[src/rtl/nmk_video_pkg.sv]
// nmk_video_pkg: shared types and field layout for the NMK scroll/tilemap pipeline.
package nmk_video_pkg;
   typedef enum logic {IDLE, RUN} state_t;
   localparam int SCROLL_X_W   = 12;
   localparam int SCROLL_Y_W   = 9;
   localparam int MAP_ROW_W    = 5;
   localparam int MAP_COL_W    = 8;
   localparam int FLIPX_BIT    = 12;
   localparam int SCROLL_X_MSB = 11;
endpackage

[src/rtl/nmk_scroll_axis_cnt.sv]
// nmk_scroll_axis_cnt: loadable wrapping up/down counter with enable.
module nmk_scroll_axis_cnt #(
   parameter int W = 12
) (
   input  logic         clk,
   input  logic         rst_n,
   input  logic         load,
   input  logic [W-1:0] load_val,
   input  logic         en,
   input  logic         down,
   output logic [W-1:0] q
);
   always_ff @(posedge clk)
      if (!rst_n) q <= '0;
      else if (load) q <= load_val;
      else if (en) q <= down ? q - 1'b1 : q + 1'b1;
endmodule

[src/rtl/nmk_scroll_addr_gen.sv]
// nmk_scroll_addr_gen: walks one scanline and emits tile-map address, fine offsets and tile fetch requests.
module nmk_scroll_addr_gen
   import nmk_video_pkg::*;
#(
   parameter int ACTIVE_W  = 256,
   parameter int TILE_BITS = 4
) (
   input  logic                           CLK,
   input  logic                           nRST,
   input  logic                           PIX_EN,
   input  logic                           LINE_START,
   input  logic [15:0]                    SCROLL_IN,
   input  logic [SCROLL_Y_W-1:0]          SCROLL_Y,
   input  logic [SCROLL_Y_W-1:0]          VPOS,
   output logic [MAP_ROW_W+MAP_COL_W-1:0] MAP_ADDR,
   output logic [TILE_BITS-1:0]           FINE_X,
   output logic [TILE_BITS-1:0]           FINE_Y,
   output logic                           PIX_VLD,
   output logic                           TILE_REQ,
   output logic                           LINE_DONE,
   output logic                           BUSY
);
   state_t                state;
   logic                  flip, first;
   logic [SCROLL_Y_W-1:0] ypos;
   logic [SCROLL_X_W-1:0] xpos, cnt;
   logic [TILE_BITS-1:0]  fx;
   logic                  step, last, tile_edge;
   logic                  scroll_unused;

   assign scroll_unused = ^SCROLL_IN[15:FLIPX_BIT+1];
   assign fx        = xpos[TILE_BITS-1:0];
   assign tile_edge = flip ? &fx : ~|fx;
   assign step      = state == RUN && PIX_EN && !LINE_START;
   assign last      = cnt == SCROLL_X_W'(ACTIVE_W - 1);
   assign BUSY      = state == RUN;

   nmk_scroll_axis_cnt #(.W(SCROLL_X_W)) u_xcnt (
      .clk      (CLK),
      .rst_n    (nRST),
      .load     (LINE_START),
      .load_val (SCROLL_IN[SCROLL_X_MSB:0]),
      .en       (step),
      .down     (flip),
      .q        (xpos)
   );

   // LINE_START wins over everything, including a coincident last pixel.
   always_ff @(posedge CLK)
      if (!nRST) begin
         state     <= IDLE;
         flip      <= 1'b0;
         first     <= 1'b0;
         ypos      <= '0;
         cnt       <= '0;
         MAP_ADDR  <= '0;
         FINE_X    <= '0;
         FINE_Y    <= '0;
         PIX_VLD   <= 1'b0;
         TILE_REQ  <= 1'b0;
         LINE_DONE <= 1'b0;
      end else if (LINE_START) begin
         state     <= RUN;
         flip      <= SCROLL_IN[FLIPX_BIT];
         first     <= 1'b1;
         ypos      <= VPOS + SCROLL_Y;
         cnt       <= '0;
         PIX_VLD   <= 1'b0;
         TILE_REQ  <= 1'b0;
         LINE_DONE <= 1'b0;
      end else begin
         PIX_VLD   <= step;
         TILE_REQ  <= step && (first || tile_edge);
         LINE_DONE <= step && last;
         if (step) begin
            MAP_ADDR <= {ypos[TILE_BITS +: MAP_ROW_W], xpos[TILE_BITS +: MAP_COL_W]};
            FINE_X   <= fx;
            FINE_Y   <= ypos[TILE_BITS-1:0];
            cnt      <= cnt + 1'b1;
            first    <= 1'b0;
            if (last) state <= IDLE;
         end
      end
endmodule
[config.mk]
export PLATFORM = sky130hd
export DESIGN_NAME = nmk_scroll_addr_gen
export DESIGN_NICKNAME = d
export VERILOG_FILES = /design/src/rtl/nmk_video_pkg.sv /design/src/rtl/nmk_scroll_axis_cnt.sv /design/src/rtl/nmk_scroll_addr_gen.sv
export SDC_FILE = /design/constraint.sdc
export NUM_CORES = 1
export LEC_CHECK = 0
export ABC_AREA = 1
export CAP_MARGIN = 10
export CELL_PAD_IN_SITES_DETAIL_PLACEMENT = 1
export CELL_PAD_IN_SITES_GLOBAL_PLACEMENT = 1
export CORE_MARGIN = 10
export CORE_UTILIZATION = 40
export CTS_CLUSTER_DIAMETER = 40
export DETAILED_ROUTE_END_ITERATION = 12
export PLACE_DENSITY_LB_ADDON = 0.1
export RECOVER_POWER = 25
export SLEW_MARGIN = 20
export SYNTH_ARGS = -nofsm -noshare
export SYNTH_HDL_FRONTEND = slang
export SYNTH_SLANG_ARGS = --single-unit
[constraint.sdc]
create_clock -name CLK -period 4 [get_ports CLK]
set_clock_uncertainty 0.2 [all_clocks]
set_input_delay 0.6 -clock CLK [delete_from_list [all_inputs] [get_ports CLK]]
set_output_delay 0.6 -clock CLK [all_outputs]
set_load 0.05 [all_outputs]
After elaboration in Yosys (flattened, before gate mapping)
Index checks and enable logic that the tools add are counted.
{ "totals": {"register_bits": 60, "wordCells": 42} }
{ "classes": {"addsub": 4, "n_eq_ne": 1, "mux": 9, "n_bitwise": 2, "reduce_logical": 14} }
{ "ops": {"columns": ["op", "count"], "rows": [
  ["$mux W12", 3],
  ["$add A12 B1 Y12 const B", 2],
  ["$eq A12 B8 Y1 const B", 1],
  ["$sub A12 B1 Y12 const B", 1],
  ["$add A9 B9 Y9", 1],
  ["$mux W1", 6],
  ["$logic_and A1 B1 Y1", 4],
  ["$reduce_and A2 Y1", 2],
  ["$reduce_and A4 Y1", 1],
  ["$reduce_bool A2 Y1", 2],
  ["$reduce_or A4 Y1", 1],
  ["$logic_not A1 Y1", 2],
  ["$not A1 Y1", 2],
  ["$reduce_or A2 Y1", 1],
  ["$logic_or A1 B1 Y1", 1]
]} }

Depth between registers and ports, before layout
Gate-level depths: netlist (run 1).
{ "depth": {"word_depth": 5, "ltp_mapped": 11, "depth_no_buf": 11} }

Modules after synthesis
A second synthesis (run 1) with hierarchy kept.
{ "hier_totals": {"hier_cells": 493, "hier_area_um2": 3359.5} }
{ "modules_own_cells": {"columns": ["mod", "instances", "cells_each", "area_each_um2"], "rows": [
  ["nmk_scroll_addr_gen", 1, 319, 2278.4],
  ["nmk_scroll_axis_cnt", 1, 174, 1081.0]
]} }

Worst setup path after synthesis (run 1)
No wires, ideal clock.
{ "synth_path": {"path_type": "input-to-reg", "from": "input port SCROLL_Y[0]", "to": "register ypos[6]", "setup_ns": 0.109, "arrival_ns": 1.686, "required_time_ns": 3.691, "setup_slack_ns": 2.006, "cell_stages": 10, "cell_sequence": "ha_1 -> fa_1 -> nand3_1 -> nand2_1 -> nand3_1 -> nand2_1 -> nand2_1 -> nand3_1 -> nand2_1 -> inv_1"} }
{ "synth_via": {"elab_chain_cells": 1} }
{ "synth_rtl": {"columns": ["item", "line_no", "source"], "rows": [
  ["from (decl)", "nmk_scroll_addr_gen.sv:13", "input logic [SCROLL_Y_W-1:0] SCROLL_Y,"],
  ["$add A9 B9 Y9", "nmk_scroll_addr_gen.sv:66", "ypos <= VPOS + SCROLL_Y;"],
  ["to (signal assigned)", "nmk_scroll_addr_gen.sv:66", null],
  ["to (decl)", "nmk_scroll_addr_gen.sv:25", "logic [SCROLL_Y_W-1:0] ypos;"]
]} }
No other way between the ends.
A chain may end at the register's enable or synchronous reset.

Worst setup path in the final report (run 1)
{ "layout_path": {"from": "input port LINE_START", "to": "register state, in the netlist BUSY"} }
{ "layout_via": {"elab_chain_cells": 4, "elab_cells_between_ends": 6, "classes_between": "mux (1); reduce/logical (5)"} }
{ "layout_rtl": {"columns": ["item", "line_no", "source"], "rows": [
  ["from (decl)", "nmk_scroll_addr_gen.sv:11", "input logic LINE_START,"],
  ["$logic_not A1 Y1", "nmk_scroll_addr_gen.sv:34", "assign step = state == RUN && PIX_EN && !LINE_START;"],
  ["$logic_and A1 B1 Y1", "nmk_scroll_addr_gen.sv:34", null],
  ["$reduce_bool A2 Y1 (no source line)", null, null],
  ["$reduce_and A2 Y1 (no source line)", null, null],
  ["to (signal assigned)", "nmk_scroll_addr_gen.sv:51", "state <= IDLE;"],
  ["to (signal assigned)", "nmk_scroll_addr_gen.sv:63", "state <= RUN;"],
  ["to (signal assigned)", "nmk_scroll_addr_gen.sv:81", "if (last) state <= IDLE;"],
  ["to (decl)", "nmk_scroll_addr_gen.sv:23", "state_t state;"]
]} }
Parallel ways exist; a longest one is shown, timed or not.

==> results.md, run 1 <==
Cells and area:
- In the layout the commonest cells are sky130_fd_sc_hd__nand2_1 (114), sky130_fd_sc_hd__inv_1 (62), sky130_fd_sc_hd__dfxtp_1 (60).
- The antenna diode count is 0.
- Leaving out fill and tap cells, the most frequent cell in the layout is sky130_fd_sc_hd__nand2_1.
- The count of cells in the finished layout, fillers not included, comes to 657.
- The growth of design area from synthesis to finish is 25.0%.
- The cell area after layout is 4270 µm².
- The number of filler instances in the final layout is ~1,100.
- In the final layout, the share of cells above drive strength 1 is 0.0815.
- The layout net count is slightly above 600.

Synthesis:
- The count of mapped cells out of synthesis is between 400 and 500.
- Summing every instance area after synthesis gives 3410 µm².
- For this run, the register share of the synthesized area comes to 0.352.
- The count of yosys warnings during synthesis is 0.
- The net count after synthesis is 545.
- In this run the mean area of a mapped cell was 7.02 µm².
- The synthesized netlist contains 36 unique library cells.
- The synthesized design contains 60 register bits.

Pwr:
- The total power of the final layout is approximately 0.0015 W.
- The static leakage is roughly 2 nW.
- In this run the power density over the cells is 346 nW/µm².
- IR analysis of the VDD net gives a maximum drop of 0.000172 V.

CTS:
- The CTS tree is built.
- For this design, the CTS-stage hold fixing added 0 buffers.
- In this run the deepest clock path goes through 2 buffers.
- The root buffer cell chosen for the clock tree is sky130_fd_sc_hd__clkbuf_8.
- After clock tree synthesis, the clock-pin slew on the worst setup and hold paths is roughly 0.07 ns.
- Gates resized during post-CTS repair numbered 0.
- The depth of the CTS H-tree is 3.
- In this run, CTS created clock tree buffers numbering 9.
- The latest clock arrival within the worst-skew pair is 0.35 ns.
- The number of buffers inserted by post-CTS setup repair is 0.
- The number of clock sinks is 60.

Place:
- The cell total after placement is 641.
- The congestion estimate from routability-driven global placement came to ~0.84.
- In this run the cell area measured after placement is 4090 µm².
- The count of buffers added on input and output ports is 59.
- The post-detailed-placement half-perimeter wirelength is 7.79 mm.

Routing:
- The count of vias placed by the detailed router is 3,436.
- After detailed routing, the average wire length per cell comes to 15.6 µm.
- The average via count per standard cell is 5.23.
- The first detailed-routing pass took 4 iterations.
- The count of unresolved DRC violations after routing is 0.
- The violation count after the first detailed-routing iteration is 120.
- Once detail routing completed, the nets flagged for antenna violations numbered 0.
- Summed over all layers, the routed wires come to 10.3 mm.

Global routing:
- The number of global-route vias before repair came to 3,661.
- The total routing resource utilization after global routing is 0.165.
- The initial antenna violation count came to 0.
- The pin count of the biggest net entering global routing is 29.
- The residual overflow from global routing is 0.
- The first global-routing pass estimated 17.5 mm of wire.

STA:
- The worst path in the final design needs a cycle of 3.06 ns, including I/O delays and setup.
- The worst slew slack as a fraction of its limit is 0.234.
- Setup violations remaining at the end of the flow were counted as 0.
- The final hold violation count is 0.
- Derived from the worst setup path, the maximum achievable clock frequency is roughly 0.33 GHz.
- The share of the clock period used by the worst path after layout is 0.764.
- Setup repair after global routing left no endpoint under its margin.
- The max-slew violation total from the final report is 0.
- Adding up every negative setup slack in the final design gives 0 ns.
- The worst-margin pin slew is 1.14 ns.

Floorplan:
- The die span in y is 112 µm.
- The starting utilization of the core area is 0.413.
- Measured along the x axis, the die boundary spans 112 µm.
- In this run the count of I/O pins placed on the die edge is 63.
- The full die area is 12,600 µm².
- The floorplan has 33 rows.
- After floorplanning, the core was sized to cover 8260 µm².

Setup path:
- By startpoint and endpoint, the worst setup path is classified as in2reg.
- The highest fanout seen on the critical path is 16.
- Data on the critical path is required at its endpoint by 4.05 ns.
- STA puts the critical path data arrival time at 3.10 ns.
- The worst setup path is launched from a primary input.
- The worst setup path is captured at a flop.

Hold path:
- The path class of the tightest hold or removal check is reg2reg.

Run status:
- The flow ran to the end, and the final reports show no timing, DRC or antenna violations.

Run:
- The tool flagged a number of max-cap violations equal to 0.
## worst max-delay path, cell delays in order
cell and delay (ns):
sky130_fd_sc_hd__dlygate4sd3_1 0.71, sky130_fd_sc_hd__nor2_1 0.94, sky130_fd_sc_hd__nand3_1 0.30, sky130_fd_sc_hd__nor3b_2 0.28, sky130_fd_sc_hd__nand2_1 0.12, sky130_fd_sc_hd__nor2_1 0.10
sky130_fd_sc_hd__nor2_1 0.04
## layout make-up
| class | instances | area, µm² | share of cell area |
|---|---|---|---|
| Clock buffer | 9 | 124 | 0.0290 |
| Sequential cell | 60 | 1200 | 0.282 |
| Inverter | 68 | 258 | 0.0604 |
| Clock inverter | 7 | 66.3 | 0.0155 |
| Timing Repair Buffer | 62 | 613 | 0.144 |
| Multi-Input combinational cell | 346 | 1870 | 0.439 |
| Tap cell | 105 | 131 | 0.0308 |
## Yosys cell counts
library cell               count  area, µm²
sky130_fd_sc_hd__a211oi_1      3       22.5
sky130_fd_sc_hd__a211oi_2      7       87.6
sky130_fd_sc_hd__a21oi_1      30        150
sky130_fd_sc_hd__a22o_1        3       26.3
sky130_fd_sc_hd__a31o_2        1       8.76
sky130_fd_sc_hd__a31oi_1       3       18.8
sky130_fd_sc_hd__a32oi_1       5       43.8
sky130_fd_sc_hd__buf_2         6       30.0
sky130_fd_sc_hd__buf_4         4       30.0
sky130_fd_sc_hd__clkbuf_1      2       7.51
sky130_fd_sc_hd__dfxtp_1      60       1200
sky130_fd_sc_hd__fa_1          2       40.0
sky130_fd_sc_hd__ha_1         19        238
sky130_fd_sc_hd__inv_1        61        229
sky130_fd_sc_hd__inv_2         6       22.5
sky130_fd_sc_hd__inv_4         1       6.26
sky130_fd_sc_hd__nand2_1     114        428
sky130_fd_sc_hd__nand2_2       1       6.26
sky130_fd_sc_hd__nand2_4       1       11.3
sky130_fd_sc_hd__nand3_1      36        180
sky130_fd_sc_hd__nand3b_1      2       15.0
sky130_fd_sc_hd__nand4_1       8       50.1
sky130_fd_sc_hd__nor2_1       56        210
sky130_fd_sc_hd__nor2_2        2       12.5
sky130_fd_sc_hd__nor2_4        2       22.5
sky130_fd_sc_hd__nor2_8        1       20.0
sky130_fd_sc_hd__nor3_1        7       35.0
sky130_fd_sc_hd__nor3_2        3       30.0
sky130_fd_sc_hd__nor3b_2       1       12.5
sky130_fd_sc_hd__o21ai_0      26        130
sky130_fd_sc_hd__o21ai_1       4       20.0
sky130_fd_sc_hd__o21bai_1      1       7.51
sky130_fd_sc_hd__o22ai_1       1       6.26
sky130_fd_sc_hd__or2_2         3       18.8
sky130_fd_sc_hd__xnor2_1       1       8.76
sky130_fd_sc_hd__xor2_1        3       26.3
## logic make-up after synthesis
logic type	share of synthesized area
simple gates	0.308
compound gates	0.153
buf+inv	0.0953
flops	0.352
fa+ha+maj	0.0814
xor+xnor	0.0103
## worst paths after layout
kind                                 to  depth (start not counted)  slack, ns        from
worst min-delay path            ypos[3]                          2       0.26     ypos[3]
worst min register to register  ypos[3]                          2       0.26     ypos[3]
worst max register to register     BUSY                          7       1.47        BUSY
worst max-delay path               BUSY                          7       0.94  LINE_START
## through the flow
stage | hold slack [ns] | setup WS, ns | utilization
detailed placement | 0.252 | 1.14 | 0.495
floorplan | 0.227 | 2.01 | -
CTS | 0.264 | 1.52 | 0.518
finish | 0.257 | 0.944 | 0.517
global placement | 0.240 | 1.15 | 0.495
global route | 0.291 | 0.689 | 0.517
## power breakdown
| part | switching, W | internal (W) | total, W |
|---|---|---|---|
| Clock | 0.000256 | 0.000285 | 0.000541 |
| Combinational | 0.000177 | 0.000113 | 0.000290 |
| Sequential | 0.0000204 | 0.000626 | 0.000647 |
| Total | 0.000454 | 0.00102 | 0.00148 |
## registers in the layout, indices dropped and copies added (netlist names)
signal,count
LINE_DONE,1
FINE_Y,4
flip,1
cnt,12
ypos,9
FINE_X,4
BUSY,1
first,1
MAP_ADDR,13
TILE_REQ,1
PIX_VLD,1
u_xcnt.q,12
## per-layer routing
layer	vias to the layer above	global-route usage	part of all wire
met5	-	0	0
met3	8	0.0527	0.051
met2	75	0.284	0.47
li1	1712	-	-
met4	0	0.0491	0.0094
met1	1641	0.192	0.47
Note: power is estimated with default switching activity, not from simulation.
==> inputs of run 2 (changes only) <==
CORE_UTILIZATION = 37   (was 40)
clock period = 3 ns   (was 4 ns; I/O delays follow)
==> run 2 against run 1 <==
  * Wire length up 1.7%
  * Design area rose by 0.47%
  * Setup slack got worse by 0.39 ns
  * Utilization decreased by 3.2 points
  * Critical path depth decreased by 1
  * Final cell count is 0.91% higher
  * Largest power group unchanged
==> results.md, run 2 (synthesized netlist as in run 1, its figures left out) <==
Run status:
- Result of the run: finished, final reports clean (unchanged).

Place:
- The port buffer count is 59 (unchanged).
- The total placed instance area was 4120 µm² (was 4090 µm²).
- The post-detailed-placement half-perimeter wirelength was 8.13 mm (was 7.79 mm).
- The global placement routability congestion was 0.822 (was 0.842).

Floorplan:
- The number of placement rows is 34 (was 33).
- The starting utilization of the core area is 0.386 (was 0.413).
- The die width is 116 µm (was 112 µm).
- The die span in y is 116 µm (was 112 µm).
- The core area came to 8850 µm² (was 8260 µm²).
- The full die area is 13,500 µm² (was 12,600 µm²).
- The number of ports placed on the die boundary came to 63 (unchanged).

Routing:
- The violation count after the first detailed-routing iteration was 124 (was 120).
- The per-cell routed wire length was 15.8 µm (was 15.6 µm).
- The count of vias placed by the detailed router is 3,421 (was 3,436).
- The detailed-route wire length was 10.4 mm (was 10.3 mm).
- The count of unresolved DRC violations after routing is 0 (unchanged).
- The number of optimization iterations in the first detailed-route pass was 4 (unchanged).
- The antenna violation net count after detailed routing is 0 (unchanged).
- The average via count per standard cell came to 5.16 (was 5.23).

Pwr:
- The total power of the final layout is 0.00200 W (was 0.00148 W).
- The static leakage is 1.95 nW (was 1.96 nW).
- The net load switching power is 0.000620 W (was 0.000454 W).
- The net switching share of the total power is 0.311 (was 0.307).
- The relative contribution of the clock network to total power is 0.371 (was 0.366).
- The ratio of total power to cell area is 466 nW/µm² (was 346 nW/µm²).
- The maximum ir drop on the vdd rail was 0.000318 V (was 0.000172 V).
- The relative contribution of sequential cells to total power is 0.432 (was 0.438).
- The combinational cell fraction of total power was 0.198 (was 0.196).
- The internal power consumption is 0.00138 W (was 0.00102 W).

Cells and area:
- The flip-flop count of the largest register after layout was 13 (unchanged).
- The number of filler instances in the final layout came to 1,163 (was 1,089).
- Largest registers: MAP_ADDR: 13 flops, cnt: 12 flops, u_xcnt.q: 12 flops (unchanged).
- The growth of design area from synthesis to finish is 25.5% (was 25.0%).
- Commonest cells after routing, fill and taps aside: sky130_fd_sc_hd__nand2_1 (115), sky130_fd_sc_hd__inv_1 (61), sky130_fd_sc_hd__dfxtp_1 (60) (was sky130_fd_sc_hd__nand2_1 (114), sky130_fd_sc_hd__inv_1 (62), sky130_fd_sc_hd__dfxtp_1 (60)).
- The largest register by flop count is MAP_ADDR (unchanged).
- The layout net count is 609 (was 606).
- The commonest non-fill, non-tap cell in the layout is sky130_fd_sc_hd__nand2_1 (unchanged).
- The antenna diode count came to 0 (unchanged).
- The fraction of final layout cells sized beyond drive strength 1 is 0.0811 (was 0.0815).
- The multi-input logic area came to 1860 µm² (was 1870 µm²).
- The cell area after layout came to 4290 µm² (was 4270 µm²).
- The sequential standard cell area is 1200 µm² (unchanged).

STA:
- RSZ-0062 raised after global routing: false (unchanged).
- The sum of negative setup slack came to 0 ns (unchanged).
- Derived from the worst setup path, the maximum achievable clock frequency is 0.409 GHz.
- The count of final setup violators is 0 (unchanged).
- The max-slew violation total from the final report is 0 (unchanged).
- The final hold violation count came to 0 (unchanged).
- Of the available clock period, the critical path in the final layout requires 0.816.
- The worst hold slack is 0.276 ns (was 0.257 ns).
- The worst slew slack as a fraction of its limit was 0.495 (was 0.234).
- The final critical-path required period is 2.45 ns.
- The worst-margin pin slew came to 0.757 ns (was 1.14 ns).

CTS:
- The CTS tree is built (unchanged).
- The maximum buffer depth of the clock tree was 2 (unchanged).
- The post-cts resize count is 0 (unchanged).
- The number of CTS-inserted buffers is 9 (unchanged).
- The clock transition at the registers of the reported paths is 0.08 ns (was 0.07 ns).
- The number of buffers inserted for hold repair after clock tree synthesis is 0 (unchanged).
- The clock tree root driver cell is sky130_fd_sc_hd__clkbuf_8 (unchanged).
- The number of clock sinks is 60 (unchanged).
- The latest clock arrival within the worst-skew pair was 0.34 ns (was 0.35 ns).
- The depth of the CTS H-tree is 3 (unchanged).
- The number of buffers inserted by post-CTS setup repair is 0 (unchanged).

Global routing:
- The total routing resource utilization after global routing came to 0.159 (was 0.165).
- The first-pass GRT wire length came to 17.2 mm (was 17.5 mm).
- The residual overflow from global routing is 0 (unchanged).
- The number of global-route vias before repair is 3,712 (was 3,661).
- The pin count of the biggest net entering global routing is 28 (was 29).
- The initial antenna violation count is 0 (unchanged).

Setup path:
- The startpoint of the lowest-slack register-to-register path is flip (was BUSY).
- The kind of launch point of the worst setup path was a primary input (unchanged).
- The data arrival time of the critical path was 2.52 ns (was 3.10 ns).
- The setup slack of the worst register-to-register path came to 0.88 ns (was 1.47 ns).
- The depth of the most critical reg-to-reg path is 10 (was 7).
- The highest fanout seen on the critical path came to 10 (was 16).
- The data required time of the worst path is 3.08 ns (was 4.05 ns).
- The critical path capture point type is a flop (unchanged).
- The worst setup path category is in2reg (unchanged).
- The capture instance of the worst register-to-register path is u_xcnt.q[6] (was BUSY).

Run:
- The max-cap violation count is 0 (unchanged).

Hold path:
- The worst min-delay path startpoint is ypos[2] (was ypos[3]).
- The number of instances on the worst hold path is 2 (unchanged).
- The type of the worst min-delay path is reg2reg (unchanged).
- The end point of the most critical hold path is FINE_Y[2] (was ypos[3]).
## run 2: area by class of cell
| type | count | share of cell area |
|---|---|---|
| flip-flops and latches | 60 | 0.280 |
| inverters | 68 | 0.0601 |
| repair buffers | 65 | 0.147 |
| clock buffers | 9 | 0.0289 |
| well taps | 108 | 0.0315 |
| clock inverters | 7 | 0.0178 |
| multi-input cells | 346 | 0.434 |
## run 2: power by group through the flow
stage	clock network, W	logic (W)	registers [W]
6_report	0.000740	0.000394	0.000862
4_1_cts	0.000756	0.000403	0.000862
2_1_floorplan	0	0.000209	0.000920
3_3_place_gp	0	0.000387	0.000878
5_1_grt	0.000795	0.000440	0.000866
3_5_place_dp	0	0.000400	0.000879
## run 2: worst max-delay path by stage
stage | startpoint | end | slack [ns]
6_report | LINE_START | u_xcnt.q[7] | 0.55
5_1_grt | LINE_START | MAP_ADDR[9] | 0.42
4_1_cts | BUSY | BUSY | 0.77
3_5_place_dp | LINE_START | u_xcnt.q[2] | 0.50
3_3_place_gp | SCROLL_Y[0] | ypos[6] | 0.56
2_1_floorplan | flip | u_xcnt.q[8] | 1.04
## run 2: per-layer routing
layer | global-route usage | routed length (µm) | vias up
met1 | 0.178 | 4710 | 1621
met4 | 0.0609 | 182 | 0
li1 | - | - | 1723
met3 | 0.0439 | 495 | 15
met5 | 0 | 0 | -
met2 | 0.282 | 5060 | 62
## run 2: metrics by stage
step | util | instances | setup slack (ns)
after floorplan | - | 486 | 1.04
after global placement | 0.465 | 647 | 0.557
after detailed placement | 0.465 | 647 | 0.500
after CTS | 0.488 | 663 | 0.767
after global routing | 0.484 | 663 | 0.425
final | 0.484 | 663 | 0.552
## run 2: critical path, stage by stage
cell,delay [ns]
sky130_fd_sc_hd__dlygate4sd3_1,0.68
sky130_fd_sc_hd__nor2_1,0.63
sky130_fd_sc_hd__inv_2,0.30
sky130_fd_sc_hd__nor2_8,0.26
sky130_fd_sc_hd__nand2_1,0.08
sky130_fd_sc_hd__o21ai_1,0.12
